### src/rtl/pipeline_hazard_ctrl.sv
// ---------------------------------------------------------------------------
// pipeline_hazard_ctrl
//
// Central hazard controller for the 5-stage RV32I pipeline. Sequences
// load-use bubbles, branch/jump redirect flushes and multi-cycle LSU waits
// with a three-state FSM, and produces the EX-stage operand forwarding
// selects.
//
// Ports:
//   i_clk, i_rst                     clock, asynchronous active-low reset
//   i_rs1/rs2_addr_ID, i_rs1/rs2_used_ID   ID-stage source operands
//   i_rs1/rs2_addr_EX                EX-stage source operands (forwarding)
//   i_rd_addr_EX, i_rd_wren_EX, i_wb_sel_EX   EX-stage destination / load tag
//   i_rd_addr_MEM/WB, i_rd_wren_MEM/WB        MEM/WB destinations
//   i_redirect_EX                    EX resolved mispredict / taken jump
//   i_lsu_req_MEM, i_lsu_ack_MEM     LSU handshake in MEM
//   o_stall_IF/ID/EX/MEM             hold PC / stage register
//   o_flush_ID/EX/WB                 load bubble into stage register
//   o_fwd_a_sel, o_fwd_b_sel         00 regfile, 01 MEM result, 10 WB data
//   o_lsu_timeout                    sticky LSU timeout error
// ---------------------------------------------------------------------------
module pipeline_hazard_ctrl #(
   parameter logic [1:0]  LOAD_SEL        = 2'b01,
   parameter int unsigned LOAD_USE_CYCLES = 32'd1,
   parameter int unsigned LSU_TIMEOUT     = 32'd255
) (
   input  logic       i_clk,
   input  logic       i_rst,
   input  logic [4:0] i_rs1_addr_ID,
   input  logic [4:0] i_rs2_addr_ID,
   input  logic       i_rs1_used_ID,
   input  logic       i_rs2_used_ID,
   input  logic [4:0] i_rs1_addr_EX,
   input  logic [4:0] i_rs2_addr_EX,
   input  logic [4:0] i_rd_addr_EX,
   input  logic       i_rd_wren_EX,
   input  logic [1:0] i_wb_sel_EX,
   input  logic [4:0] i_rd_addr_MEM,
   input  logic [4:0] i_rd_addr_WB,
   input  logic       i_rd_wren_MEM,
   input  logic       i_rd_wren_WB,
   input  logic       i_redirect_EX,
   input  logic       i_lsu_req_MEM,
   input  logic       i_lsu_ack_MEM,
   output logic       o_stall_IF,
   output logic       o_stall_ID,
   output logic       o_stall_EX,
   output logic       o_stall_MEM,
   output logic       o_flush_ID,
   output logic       o_flush_EX,
   output logic       o_flush_WB,
   output logic [1:0] o_fwd_a_sel,
   output logic [1:0] o_fwd_b_sel,
   output logic       o_lsu_timeout
);

   typedef enum logic [1:0] {
      ST_RUN      = 2'b00,
      ST_LD_STALL = 2'b01,
      ST_MEM_WAIT = 2'b10
   } state_t;

   // The first bubble is issued from RUN, so the counter only holds the rest.
   localparam logic [2:0] BUBBLE_RELOAD = 3'(LOAD_USE_CYCLES - 32'd1);
   localparam logic [7:0] WAIT_LIMIT    = 8'(LSU_TIMEOUT);

   state_t     state_r;
   state_t     state_nxt_s;
   logic [2:0] bubble_cnt_r;
   logic [2:0] bubble_cnt_nxt_s;
   logic [7:0] wait_cnt_r;
   logic [7:0] wait_cnt_nxt_s;
   logic       timeout_r;
   logic       timeout_nxt_s;

   logic       mem_wait_s;
   logic       rs1_hit_s;
   logic       rs2_hit_s;
   logic       load_use_s;

   logic       stall_if_s;
   logic       stall_id_s;
   logic       stall_ex_s;
   logic       stall_mem_s;
   logic       flush_id_s;
   logic       flush_ex_s;
   logic       flush_wb_s;

   // Forwarding select for one EX operand; MEM result is newer than WB data.
   function automatic logic [1:0] fwd_sel(
      input logic [4:0] rs,
      input logic [4:0] rd_mem,
      input logic       wren_mem,
      input logic [4:0] rd_wb,
      input logic       wren_wb
   );
      logic [1:0] sel;
      if (wren_mem && (rd_mem != 5'd0) && (rd_mem == rs)) begin
         sel = 2'b01;
      end else if (wren_wb && (rd_wb != 5'd0) && (rd_wb == rs)) begin
         sel = 2'b10;
      end else begin
         sel = 2'b00;
      end
      return sel;
   endfunction

   assign mem_wait_s = i_lsu_req_MEM & ~i_lsu_ack_MEM;
   assign rs1_hit_s  = i_rs1_used_ID & (i_rs1_addr_ID == i_rd_addr_EX);
   assign rs2_hit_s  = i_rs2_used_ID & (i_rs2_addr_ID == i_rd_addr_EX);
   assign load_use_s = (i_wb_sel_EX == LOAD_SEL) & i_rd_wren_EX &
                       (i_rd_addr_EX != 5'd0) & (rs1_hit_s | rs2_hit_s);

   // Next-state and Mealy stall/flush decode; priority mem_wait > redirect > load-use.
   always_comb begin
      state_nxt_s      = state_r;
      bubble_cnt_nxt_s = bubble_cnt_r;
      stall_if_s       = 1'b0;
      stall_id_s       = 1'b0;
      stall_ex_s       = 1'b0;
      stall_mem_s      = 1'b0;
      flush_id_s       = 1'b0;
      flush_ex_s       = 1'b0;
      flush_wb_s       = 1'b0;
      case (state_r)
         // The ack cycle of MEM_WAIT behaves exactly like RUN so that a
         // redirect or load-use seen alongside the ack is acted on at once.
         ST_RUN, ST_MEM_WAIT: begin
            if (mem_wait_s) begin
               stall_if_s  = 1'b1;
               stall_id_s  = 1'b1;
               stall_ex_s  = 1'b1;
               stall_mem_s = 1'b1;
               flush_wb_s  = 1'b1;
               state_nxt_s = ST_MEM_WAIT;
            end else if (i_redirect_EX) begin
               flush_id_s       = 1'b1;
               flush_ex_s       = 1'b1;
               state_nxt_s      = ST_RUN;
               bubble_cnt_nxt_s = 3'd0;
            end else if (load_use_s) begin
               stall_if_s = 1'b1;
               stall_id_s = 1'b1;
               flush_ex_s = 1'b1;
               if (LOAD_USE_CYCLES > 32'd1) begin
                  bubble_cnt_nxt_s = BUBBLE_RELOAD;
                  state_nxt_s      = ST_LD_STALL;
               end else begin
                  bubble_cnt_nxt_s = 3'd0;
                  state_nxt_s      = ST_RUN;
               end
            end else begin
               state_nxt_s = ST_RUN;
            end
         end
         ST_LD_STALL: begin
            if (mem_wait_s) begin
               // Bubble count freezes while the LSU holds the pipe.
               stall_if_s  = 1'b1;
               stall_id_s  = 1'b1;
               stall_ex_s  = 1'b1;
               stall_mem_s = 1'b1;
               flush_wb_s  = 1'b1;
            end else if (i_redirect_EX) begin
               flush_id_s       = 1'b1;
               flush_ex_s       = 1'b1;
               state_nxt_s      = ST_RUN;
               bubble_cnt_nxt_s = 3'd0;
            end else begin
               stall_if_s = 1'b1;
               stall_id_s = 1'b1;
               flush_ex_s = 1'b1;
               if (bubble_cnt_r <= 3'd1) begin
                  bubble_cnt_nxt_s = 3'd0;
                  state_nxt_s      = ST_RUN;
               end else begin
                  bubble_cnt_nxt_s = bubble_cnt_r - 3'd1;
               end
            end
         end
         default: begin
            state_nxt_s      = ST_RUN;
            bubble_cnt_nxt_s = 3'd0;
         end
      endcase
   end

   // Wait counter counts consecutive LSU wait cycles, saturating at the limit.
   always_comb begin
      if (mem_wait_s) begin
         if (wait_cnt_r >= WAIT_LIMIT) begin
            wait_cnt_nxt_s = WAIT_LIMIT;
         end else begin
            wait_cnt_nxt_s = wait_cnt_r + 8'd1;
         end
      end else begin
         wait_cnt_nxt_s = 8'd0;
      end
      timeout_nxt_s = timeout_r | (mem_wait_s & (wait_cnt_nxt_s == WAIT_LIMIT));
   end

   // FSM state, counters and sticky timeout flag.
   always_ff @(posedge i_clk or negedge i_rst) begin
      if (!i_rst) begin
         state_r      <= ST_RUN;
         bubble_cnt_r <= 3'd0;
         wait_cnt_r   <= 8'd0;
         timeout_r    <= 1'b0;
      end else begin
         state_r      <= state_nxt_s;
         bubble_cnt_r <= bubble_cnt_nxt_s;
         wait_cnt_r   <= wait_cnt_nxt_s;
         timeout_r    <= timeout_nxt_s;
      end
   end

   // While reset is held every stage is flushed and nothing is stalled.
   assign o_stall_IF    = stall_if_s  & i_rst;
   assign o_stall_ID    = stall_id_s  & i_rst;
   assign o_stall_EX    = stall_ex_s  & i_rst;
   assign o_stall_MEM   = stall_mem_s & i_rst;
   assign o_flush_ID    = flush_id_s  | ~i_rst;
   assign o_flush_EX    = flush_ex_s  | ~i_rst;
   assign o_flush_WB    = flush_wb_s  | ~i_rst;
   assign o_lsu_timeout = timeout_r;

   assign o_fwd_a_sel = fwd_sel(i_rs1_addr_EX, i_rd_addr_MEM, i_rd_wren_MEM,
                                i_rd_addr_WB, i_rd_wren_WB);
   assign o_fwd_b_sel = fwd_sel(i_rs2_addr_EX, i_rd_addr_MEM, i_rd_wren_MEM,
                                i_rd_addr_WB, i_rd_wren_WB);

endmodule

### config.mk
export PLATFORM = sky130hd
export DESIGN_NAME = pipeline_hazard_ctrl
export DESIGN_NICKNAME = d
export VERILOG_FILES = /design/src/rtl/pipeline_hazard_ctrl.sv
export SDC_FILE = /design/constraint.sdc
export NUM_CORES = 1
export LEC_CHECK = 0
export CAP_MARGIN = 20
export CORE_MARGIN = 5
export CORE_UTILIZATION = 40
export CTS_BUF_LIST = sky130_fd_sc_hd__clkbuf_8
export DETAILED_ROUTE_END_ITERATION = 10
export PLACE_DENSITY = 0.87
export RECOVER_POWER = 25
export SLEW_MARGIN = 30
export SYNTH_ARGS = -nofsm -noshare
export SYNTH_HDL_FRONTEND = slang
export SYNTH_SLANG_ARGS = --single-unit
### constraint.sdc
create_clock -name i_clk -period 3.8 [get_ports i_clk]
set_input_delay 0.57 -clock i_clk [delete_from_list [all_inputs] [get_ports i_clk]]
set_output_delay 0.57 -clock i_clk [all_outputs]
set_load 0.02 [all_outputs]
==> results.cfg <==
[power]
powerDensity_mw_per_mm2 = 207.0
ir_drop_mv = 0.1058
p_leak_uw = 0.0005895
power_uw = 327.9

[synthesis]
syn-cell-area_um2 = 930.9
ys_ff_latch = 9
yosys.area.top_type = dfrtp_1
syn-num-nets = 157
syn_area_per_cell_um2 = 8.540
post_synth_inst_count = 109
ys_warn_count = 0
yosysSeqAreaShare = 0.2419
synth_cell_types = 32
synth.area.top_cells = dfrtp_1, xor2_1, xnor2_1
synth_top_area_share = 0.2419

[grt]
grt_pass1_vias = 1201
grt_usage = 0.1876
grt_max_degree = 16
grt_use_met3 = 0.08909
grt.met2_usage = 0.3210
top_usage_layer = met2
grt_pass1_wl_um = 4912
use_met1 = 0.1863
overflow = 0
antenna_found_initial = 0

[clock_tree]
cts_max_path_buffers = 2
cts_hold_buf = 0
cts_tree = done
cts_root_buf = clkbuf_8
clock_latency_ns = 0.24
path_clk_slew_ns = 0.04
h-tree-depth = 1
clkSinkCount = 9
cts_setup_buffers = 0
cts_resized = 0
cts_made_buffers = 3

[critical_path]
r2r_cells = 5
critical_path_class = input port to output pin
endpoint_kind = output pin
cp.required_ns = 3.23
r2r_end = o_lsu_timeout$_DFF_PN0_
setup.worst_path.start = i_rd_addr_MEM[2]
critPathMaxFanout = 3
startpoint_type = input port
regToRegSetupSlack_ns = 2.33
regToRegStartpoint = wait_cnt_r[0]$_DFF_PN0_
arrival_ns = 2.83

[timing]
finalSetupViolCount = 0
hold_viol = 0
drv_slew = 0
tns_ns = 0
finalCritPeriodShare = 0.8937
rsz0062_at_grt = false
fin_crit_ns = 3.396
max_freq_ghz = 0.2944
worst_pin_slew_ns = 0.5722
fin_worst_skew_ns = 0.0008198
max_slew_margin = 0.6185

[drt]
dr_total_vias = 1051
detail-route-antenna-nets = 0
routedWlPerCell_um = 14.86
first_pass_iters = 4
post-route-drc-count = 0
drtIter0Drc = 10
routed_via_density = 5.308
routed_wl_um = 2943

[layout]
n_antenna_cell = 0
nets = 219
synthToLayoutAreaGrowth_pct = 70.16
layout-drive-gt1-share = 0.05294

[min_path]
hold_path_end = o_lsu_timeout$_DFF_PN0_
hp-start = o_lsu_timeout$_DFF_PN0_
holdPathStages = 2
hold_class = register to register

[job]
maxCapViolations = 0

[die]
die_h_um = 58.24
top_level_ports = 59
rows = 17
start_util = 0.4208
die-width_um = 58.24
die_area_mm2 = 0.003392
core-area_mm2 = 0.002212

[run_status]
run_status = finished, final reports clean

[place]
placement.io_buffers = 58
gp_congestion = 0.8473
dpl.hpwl_um = 2584
## Yosys cell counts (all sizes together)
cell type / instances
buf: 2
dfrtp: 9
xor2: 24
inv: 5
nand2: 6
a211o: 2
a31oi: 2
o311a: 1
xnor2: 9
or4: 4
a32oi: 1
and4b: 2
nand4: 2
clkbuf: 1
or3: 1
o21ai: 4
nor2: 4
nand3: 5
nand4b: 2
nor4: 6
o22ai: 1
nand3b: 1
nand2b: 1
ha: 1
nor3: 3
and2: 1
a21oi: 9
## worst max-delay path by stage
stage                                 to  slack, ns  cells after the start
after global routing          o_stall_IF       0.20                      7
after detailed placement  o_fwd_b_sel[1]       0.42                      6
after floorplan           o_fwd_a_sel[1]       1.33                      4
after global placement    o_fwd_b_sel[1]       0.51                      6
after CTS                 o_fwd_b_sel[1]       0.40                      6
final                     o_fwd_b_sel[1]       0.40                      6
## power breakdown
part	internal [µW]	switching, µW	total (µW)
clock	70.5	40.1	111
combinational	70.9	47.8	119
sequential	97.2	1.41	98.6
total	239	89.3	328
## state kept, by name, summed over array words and instances (netlist names)
register	cells
o_lsu_timeout	1
wait_cnt_r	8
## layout by cell type, fill, tap and decap left out, drive strengths merged, types with 2 or more instances in the layout
cell type       n
a211o           2
a21oi           9
a31oi           2
and4b           2
clkbuf          4
clkdlybuf4s50  58
dfrtp           9
inv             6
nand2           6
nand3           5
nand4           2
nand4b          2
nor2            4
nor3            3
nor4            6
o21ai           4
or4             4
xnor2           9
xor2           24
## area by class of cell
| class | count | area [µm²] |
|---|---|---|
| multi-input cells | 92 | 668.1 |
| fillers | 176 | 628.1 |
| repair buffers | 60 | 591.8 |
| flip-flops and latches | 9 | 225.2 |
| clock buffers | 3 | 41.29 |
| well taps | 28 | 35.03 |
| inverters | 5 | 18.77 |
| clock inverters | 1 | 3.754 |
## stage by stage
stage	utilization	worst slack, ns	cells	cell area [µm²]	hold WS (ns)
floorplan	-	1.329	109	930.9	0.2744
global placement	0.6974	0.5095	194	1543	0.5366
detailed placement	0.6974	0.4173	194	1543	0.5476
CTS	0.7178	0.4029	198	1588	0.5608
global route	0.7161	0.2028	198	1584	0.5815
finish	0.7161	0.4038	198	1584	0.5585
## per-layer routing
layer	share of wire	wire (µm)
met5	0	0
met1	0.37	1095
met2	0.47	1385
met3	0.13	371
met4	0.031	90
## critical path, cell delays in order
cell	delay [ns]
clkdlybuf4s50_1	0.49
or4_4	0.54
o21ai_2	0.15
nor4_1	0.11
nor4_2	0.31
clkdlybuf4s50_1	0.66
## cells by family after synthesis
family | Yosys count | synth area share
and+or+nand+nor | 38 | 0.2607
xor gates and xnor gates | 33 | 0.3105
AOI/OAI and AO/OA | 20 | 0.1331
DFF | 9 | 0.2419
buffers and inverters | 8 | 0.04032
adders and majority gates | 1 | 0.01344
Note: power is estimated with default switching activity, not from simulation.
